--- config.mk ---
export PLATFORM = sky130hd
export DESIGN_NAME = operand_fetch_sequencer
export DESIGN_NICKNAME = d
export VERILOG_FILES = /design/src/rtl/operand_fetch_sequencer.sv
export SDC_FILE = /design/constraint.sdc
export NUM_CORES = 1
export LEC_CHECK = 0
export CAP_MARGIN = 20
export CORE_AREA = 10 10 105 107
export DETAILED_ROUTE_END_ITERATION = 16
export DIE_AREA = 0 0 115 117
export PLACE_DENSITY_LB_ADDON = 0.2
export SYNTH_ARGS = -nofsm -noshare
export SYNTH_HDL_FRONTEND = slang
export SYNTH_SLANG_ARGS = --single-unit
--- constraint.sdc ---
create_clock -name clk_i -period 4.5 [get_ports clk_i]
set_input_delay 0.9 -clock clk_i [delete_from_list [all_inputs] [get_ports clk_i]]
set_output_delay 0.9 -clock clk_i [all_outputs]
set_load 0.02 [all_outputs]
--- src/rtl/operand_fetch_sequencer.sv ---
// Per-queue operand read sequencer: buffers read requests, hands a command to the
// operand queue, then issues credit-limited VRF word reads. Optional ARA_OPFETCH_PERF_EN adds a stall counter.
module operand_fetch_sequencer #(
    parameter int unsigned QueueDepth = 5,
    parameter int unsigned CmdDepth   = 2,
    parameter int unsigned AddrWidth  = 8,
    parameter int unsigned LenWidth   = 16
) (
    input  logic                 clk_i,
    input  logic                 rst_i,
    input  logic [AddrWidth-1:0] req_addr_i,
    input  logic [LenWidth-1:0]  req_len_i,
    input  logic                 req_valid_i,
    output logic                 req_ready_o,
    output logic                 queue_cmd_valid_o,
    output logic [LenWidth-1:0]  queue_cmd_len_o,
    input  logic                 queue_cmd_ready_i,
    output logic                 vrf_req_o,
    output logic [AddrWidth-1:0] vrf_addr_o,
    input  logic                 vrf_gnt_i,
    input  logic                 hazard_i,
    output logic                 operand_issued_o,
    input  logic                 operand_consumed_i,
    output logic                 busy_o
`ifdef ARA_OPFETCH_PERF_EN
    ,
    output logic [31:0]          stall_cycles_o
`endif
);

    localparam int unsigned CredW = $clog2(QueueDepth + 1);
    localparam int unsigned PtrW  = (CmdDepth > 1) ? $clog2(CmdDepth) : 1;
    localparam int unsigned CntW  = $clog2(CmdDepth + 1);

    localparam logic [1:0] IDLE = 2'd0;
    localparam logic [1:0] CMD  = 2'd1;
    localparam logic [1:0] READ = 2'd2;

    logic [AddrWidth-1:0] r_fifo_addr [CmdDepth];
    logic [LenWidth-1:0]  r_fifo_len  [CmdDepth];
    logic [PtrW-1:0]      r_wptr, r_rptr;
    logic [CntW-1:0]      r_count;
    logic                 r_req_ready;
    logic [1:0]           r_state;
    logic [AddrWidth-1:0] r_addr;
    logic [LenWidth-1:0]  r_remaining;
    logic [CredW-1:0]     r_credits;

    logic                 w_push, w_pop, w_vrf_req, w_grant;
    logic [CntW-1:0]      w_count_nxt;

    function automatic logic [PtrW-1:0] ptr_inc(input logic [PtrW-1:0] p);
        return (p == PtrW'(CmdDepth - 1)) ? '0 : p + PtrW'(1);
    endfunction

    assign w_push      = req_valid_i & r_req_ready;
    assign w_pop       = (r_state == IDLE) && (r_count != '0);
    assign w_count_nxt = r_count + CntW'(w_push) - CntW'(w_pop);

    always_ff @(posedge clk_i) begin
        if (w_push) begin
            r_fifo_addr[r_wptr] <= req_addr_i;
            r_fifo_len[r_wptr]  <= req_len_i;
        end
    end

    // Ready is registered from next occupancy so it never depends on this cycle's pop.
    always_ff @(posedge clk_i) begin
        if (rst_i) begin
            r_wptr      <= '0;
            r_rptr      <= '0;
            r_count     <= '0;
            r_req_ready <= 1'b1;
        end else begin
            if (w_push) r_wptr <= ptr_inc(r_wptr);
            if (w_pop)  r_rptr <= ptr_inc(r_rptr);
            r_count     <= w_count_nxt;
            r_req_ready <= (w_count_nxt != CntW'(CmdDepth));
        end
    end

    always_ff @(posedge clk_i) begin
        if (rst_i) begin
            r_state     <= IDLE;
            r_addr      <= '0;
            r_remaining <= '0;
        end else begin
            case (r_state)
                IDLE: if (w_pop) begin
                    r_addr      <= r_fifo_addr[r_rptr];
                    r_remaining <= r_fifo_len[r_rptr];
                    r_state     <= CMD;
                end
                CMD: if (queue_cmd_ready_i) begin
                    r_state <= (r_remaining == '0) ? IDLE : READ;
                end
                READ: if (w_grant) begin
                    r_addr      <= r_addr + AddrWidth'(1);
                    r_remaining <= r_remaining - LenWidth'(1);
                    if (r_remaining == LenWidth'(1)) r_state <= IDLE;
                end
                default: r_state <= IDLE;
            endcase
        end
    end

    // A consume at full credit is a protocol error and is dropped.
    always_ff @(posedge clk_i) begin
        if (rst_i) begin
            r_credits <= CredW'(QueueDepth);
        end else if (w_grant && !operand_consumed_i) begin
            r_credits <= r_credits - CredW'(1);
        end else if (!w_grant && operand_consumed_i && r_credits != CredW'(QueueDepth)) begin
            r_credits <= r_credits + CredW'(1);
        end
    end

    a_no_consume_at_full: assert property (@(posedge clk_i) disable iff (rst_i)
        !(operand_consumed_i && !w_grant && r_credits == CredW'(QueueDepth)));

    // Outputs are masked during reset so no handshake or pulse escapes that cycle.
    assign w_vrf_req         = (r_state == READ) && (r_credits != '0) && !hazard_i && !rst_i;
    assign w_grant           = w_vrf_req & vrf_gnt_i;
    assign vrf_req_o         = w_vrf_req;
    assign vrf_addr_o        = r_addr;
    assign operand_issued_o  = w_grant;
    assign queue_cmd_valid_o = (r_state == CMD) && !rst_i;
    assign queue_cmd_len_o   = r_remaining;
    assign req_ready_o       = r_req_ready;
    assign busy_o            = (r_count != '0) || (r_state != IDLE);

`ifdef ARA_OPFETCH_PERF_EN
    logic [31:0] r_stall_cycles;

    always_ff @(posedge clk_i) begin
        if (rst_i) begin
            r_stall_cycles <= '0;
        end else if (r_state == READ && !w_grant && r_stall_cycles != '1) begin
            r_stall_cycles <= r_stall_cycles + 32'd1;
        end
    end

    assign stall_cycles_o = r_stall_cycles;
`endif

endmodule

==> impl_metrics.yaml, run 1 <==
flow_run:
  maxCapViolCount: 0
yosys:
  ys_types: 56
  yosys-top-cells-count: "48 x edfxtp_1, 35 x dfxtp_1, 32 x nor2_1, 23 x a21oi_1, 23 x nand2_1"
  synth_compound_area_frac: 0.155
  syn_nets: 398
  synth_most_common_cell: "edfxtp_1"
  syn_area_per_cell_um2: 10.8
  synth-edff-count: 48
  synthMuxAreaShare: 0.0651
  synth_simple_gate_area_frac: 0.152
  synthTopCellsByArea: "edfxtp_1 37%, dfxtp_1 18%, mux2i_1 5.6%, nor2_1 3.1%, a21oi_1 3.0%"
  ys_async_sr_fraction: 0
  synth_fa_ha_area_frac: 0.0244
  synth_xor_area_frac: 0.0112
  yosysTopAreaCell: "edfxtp_1"
  synth.cell_area_um2: 3900
  yosysSeqAreaShare: 0.549
  synth_cells: 360
  synth-seq-cells: 83
  synth_top_cell_area_share: 0.370
  synth_top_family_by_area: "compound AO/OA/AOI/OAI gates"
  synth_top_flop_cell: "edfxtp_1"
  yosysWarnings: 0
global_route:
  grt_usage: 0.145
  gr-total-overflow: 0
  grt_pass1_vias: 2999
  grt_pass1_wl_mm: 15.4
  grt_max_degree: 36
  antenna_found_initial: 0
placement:
  dp_hpwl_mm: 6.50
  place_congestion: 0.829
  place.port_buffers: 59
  dpl.cell_count: 515
hold_path:
  hold_class: "reg2reg"
timing:
  fin_setup_tns_ps: 0
  slew_headroom: 0.310
  fin_crit_ps: 4020
  hold_violations: 0
  fin_crit_sh: 0.893
  skew_ps: 11.4
  rsz0062_at_grt: "no"
  setup_violations: 0
  fmax_mhz: 249
  worst_pin_slew_ps: 1030
  drv_slew: 0
die:
  die_height_um: 117
  die_w_um: 115
  die_area_um2: 13500
  ios: 60
  fp-row-count: 35
  core_region_area_um2: 9020
  initial_core_util: 0.432
drt:
  dr_total_vias: 3020
  drt_wl_total_mm: 9.40
  first_iter_violations: 226
  wl_per_cell_um: 17.7
  drc: 0
  ant_nets: 0
  viasPerCell: 5.69
  first_pass_iters: 4
clock_network:
  clk_pin_slew_worst_paths_ps: 80
  cts_max_level: 3
  clkLatencyLatePin_ps: 350
  cts.sink_count: 83
  cts_buffers: 9
  cts_tree: "built"
  post_cts_buffers: 0
  cts-root-buf: "clkbuf_8"
  max-clock-path-buffers: 2
  cts_resized: 0
  cts_hold_buf: 0
cells_and_area:
  nNetsFinal: 453
  drive_above_1_share: 0.0786
  synthToLayoutAreaGrowth_pct: 22.8
  antenna_cells: 0
  fin_cells: 531
  fin_util: 0.531
  n_fill_cell: 808
power:
  power.total_mw: 3.23
  power_density_nw_per_um2: 675
  ir_drop_v: 0.000241
  p_leak_nw: 1.67
status:
  status: "complete, no violations"
critical_path:
  critPathMaxFanout: 26
  critPathCaptureType: "output port"
  cp.arrival_ps: 3120
  cp-start-kind: "primary input"
  crit_required_ps: 3600
  crit_type: "in2out"
logic make-up after synthesis:
group,count (synthesis)
AOI/OAI and AO/OA,89
xor gates and xnor gates,5
adders and majority gates,7
buffers and inverters,37
DFF,83
muxes,25
and+or+nand+nor,114
where the power goes:
part / switching, mW / internal, mW
clock network: 0.261 / 0.311
logic: 0.839 / 0.616
registers: 0.180 / 1.03
area by class of cell:
class | count | area, um^2 | area share
Clock buffer | 11 | 131 | 0.0274
Clock inverter | 5 | 77.6 | 0.0162
Inverter | 15 | 57.6 | 0.0120
Multi-Input combinational cell | 240 | 1600 | 0.334
Sequential cell | 83 | 2140 | 0.447
Tap cell | 111 | 139 | 0.0290
Timing Repair Buffer | 66 | 643 | 0.134
metrics by stage:
step,instance area [um^2],hold WS [ps],worst slack [ps]
floorplan,3900,481,1330
global placement,4580,493,526
detailed placement,4580,505,513
CTS,4790,517,505
global route,4790,552,388
finish,4790,512,482
routing by layer:
| layer | GRT usage | up-vias | routed length (um) |
|---|---|---|---|
| li1 | - | 1485 | - |
| met1 | 0.174 | 1439 | 3950 |
| met2 | 0.237 | 86 | 4660 |
| met3 | 0.0499 | 10 | 658 |
| met4 | 0.0503 | 0 | 139 |
| met5 | 0 | - | 0 |
registers in the layout (all words and copies together) (netlist names), named ones only:
| signal | flops |
|---|---|
| r_fifo_len | 32 |
| r_wptr | 1 |
| r_state | 2 |
| vrf_addr_o | 8 |
| r_rptr | 1 |
| r_fifo_addr | 16 |
| r_count | 2 |
| req_ready_o | 1 |
| queue_cmd_len_o | 16 |
| r_credits | 3 |
path summary, 6_finish.rpt:
path	start	to	slack [ps]	depth (start not counted)
setup reg to reg	r_state[1]	r_credits[1]	1850	7
setup / recovery	hazard_i	operand_issued_o	480	5
hold / removal	queue_cmd_len_o[10]	queue_cmd_len_o[10]	510	2
hold reg to reg	queue_cmd_len_o[10]	queue_cmd_len_o[10]	510	2
cells in the final DEF, fill, tap and decap left out, drive strengths merged, types with 9 or more instances in the layout:
master         instances
nand3                 13
mux2i                 22
clkbuf                11
nor2                  33
dfxtp                 35
nand2                 23
a21oi                 23
a31oi                 12
inv                   14
o32ai                 10
edfxtp                48
clkdlybuf4s50         59
o21ai                  9
worst max-delay path, stage by stage:
cell and delay [ps]:
clkdlybuf4s50_1 450, nand2b_1 180, or4_4 600, clkinv_2 310
clkdlybuf4s50_1 670
No activity file was read; power rests on OpenSTA's default activity.
==> run 2: changes to the inputs <==
--- a/config.mk
+++ b/config.mk
@@ -6,9 +6,9 @@
 export NUM_CORES = 1
 export LEC_CHECK = 0
 export CAP_MARGIN = 20
-export CORE_AREA = 10 10 105 107
+export CORE_AREA = 2 2 97 99
 export DETAILED_ROUTE_END_ITERATION = 16
-export DIE_AREA = 0 0 115 117
+export DIE_AREA = 0 0 99 101
 export PLACE_DENSITY_LB_ADDON = 0.2
 export SYNTH_ARGS = -nofsm -noshare
 export SYNTH_HDL_FRONTEND = slang
==> impl_metrics.yaml, run 2 (same netlist as run 1, synthesis figures left out) <==
status:
  status: "complete, no violations"
critical_path:
  cp-start-kind: "primary input"
  crit_family: "buffers and inverters"
  slowest_delay_ps: 660
  slowest_stage: "clkdlybuf4s50_1"
  crit_type: "in2out"
  path_cells: "clkdlybuf4s50_1 -> nand2b_1 -> or4_4 -> clkinv_2 -> clkdlybuf4s50_1"
  crit_top_cell: "clkdlybuf4s50_1"
  critPathCaptureType: "output port"
  crit_buf_inv: 3
  critPathMaxFanout: 26
  crit_required_ps: 3600
  cp.arrival_ps: 3090
global_route:
  busiest_layer: "met2"
  antenna_found_initial: 0
  met2_usage: 0.296
  grt_usage: 0.185
  global_route.usage.met1: 0.244
  grt_max_degree: 35
  gr-total-overflow: 0
  grt_pass1_wl_mm: 14.5
  grt_util_met3: 0.0402
  grt_pass1_vias: 2871
timing:
  fin_crit_sh: 0.887
  setup_violations: 0
  rsz0062_at_grt: "no"
  finalWorstSetupSlack_ps: 511
  slew_headroom: 0.309
  worst_pin_slew_ps: 1030
  skew_ps: 12.5
  fin_setup_tns_ps: 0
  hold_violations: 0
  fmax_mhz: 251
  fin_crit_ps: 3990
  timing.hold.ws_ps: 505
  drv_slew: 0
cells_and_area:
  drive_above_1_share: 0.0740
  regMostFlops: "r_fifo_len"
  seqCellArea_um2: 2140
  final_common_cell: "clkdlybuf4s50_1"
  final_cell_mix: "59 x clkdlybuf4s50_1, 48 x edfxtp_1, 35 x dfxtp_1"
  antenna_cells: 0
  largest_reg_flops: 32
  multi_input_area_um2: 1600
  n_fill_cell: 796
  nNetsFinal: 452
  synthToLayoutAreaGrowth_pct: 22.0
hold_path:
  hold_class: "reg2reg"
drt:
  drt_wl_total_mm: 9.00
  wl_per_cell_um: 17.0
  ant_nets: 0
  drc: 0
  viasPerCell: 5.76
  first_pass_iters: 5
  first_iter_violations: 285
  dr_total_vias: 3051
flow_run:
  maxCapViolCount: 0
power:
  ir_drop_v: 0.000239
  p_leak_nw: 1.64
  power_density_nw_per_um2: 669
clock_network:
  post_cts_buffers: 0
  clkLatencyLatePin_ps: 350
  cts_tree: "built"
  cts.sink_count: 83
  cts-root-buf: "clkbuf_8"
  clk_pin_slew_worst_paths_ps: 80
  cts_buffers: 9
  cts_resized: 0
  cts_max_level: 3
  cts_hold_buf: 0
  max-clock-path-buffers: 2
placement:
  dp_slack_ps: 530
  dp_hpwl_mm: 5.97
  place.port_buffers: 59
  place_congestion: 0.838
die:
  initial_core_util: 0.434
  fp-row-count: 35
  core_region_area_um2: 8980
  ios: 60
  die_w_um: 99
  die_height_um: 101
  die_area_um2: 10000
[run 2: cell count changes in the layout (fill, tap and decap cells not counted), sizes merged]
cell,delta
inv,+1
buf,-1
clkinvlp,+1
bufinv,-1
clkinv,-2
clkbuf,+1
[run 2: path summary, 6_finish.rpt]
check | startpoint | slack, ps | depth (start not counted) | to
hold / removal | queue_cmd_len_o[10] | 500 | 2 | queue_cmd_len_o[10]
setup / recovery | hazard_i | 510 | 5 | operand_issued_o
hold reg to reg | queue_cmd_len_o[10] | 500 | 2 | queue_cmd_len_o[10]
setup reg to reg | r_state[1] | 1660 | 7 | r_credits[1]
[run 2: metrics by stage]
stage          power (mW)  utilization  cell area, um^2  cells
2_1_floorplan        2.16            -             3900    360
3_3_place_gp         2.66        0.509             4570    514
3_5_place_dp         2.68        0.509             4570    514
4_1_cts              3.21        0.530             4760    530
5_1_grt              3.39        0.530             4760    530
6_report             3.18        0.530             4760    530
[run 2: tightest hold or removal path: cells and delay by family, from the launching register on]
family | cells | cell delay, ps
DFF | 1 | 340
AOI/OAI and AO/OA | 1 | 50
and+or+nand+nor | 1 | 60
[run 2: area by class of cell]
class / instances / area share
multi-input cells: 240 / 0.336
inverters: 15 / 0.0121
flip-flops and latches: 83 / 0.450
clock buffers: 12 / 0.0284
repair buffers: 65 / 0.134
well taps: 111 / 0.0292
clock inverters: 4 / 0.0108
[run 2: where the power goes]
group	leakage, nW	internal (mW)	switching, mW
combinational	0.821	0.616	0.819
clock	0.0871	0.258	0.265
sequential	0.736	1.03	0.201
total	1.64	1.90	1.28
[run 2: per-layer routing]
layer | share of wire | wire, um
met1 | 0.45 | 4070
met4 | 0.020 | 182
met5 | 0 | 0
met3 | 0.052 | 464
met2 | 0.48 | 4290
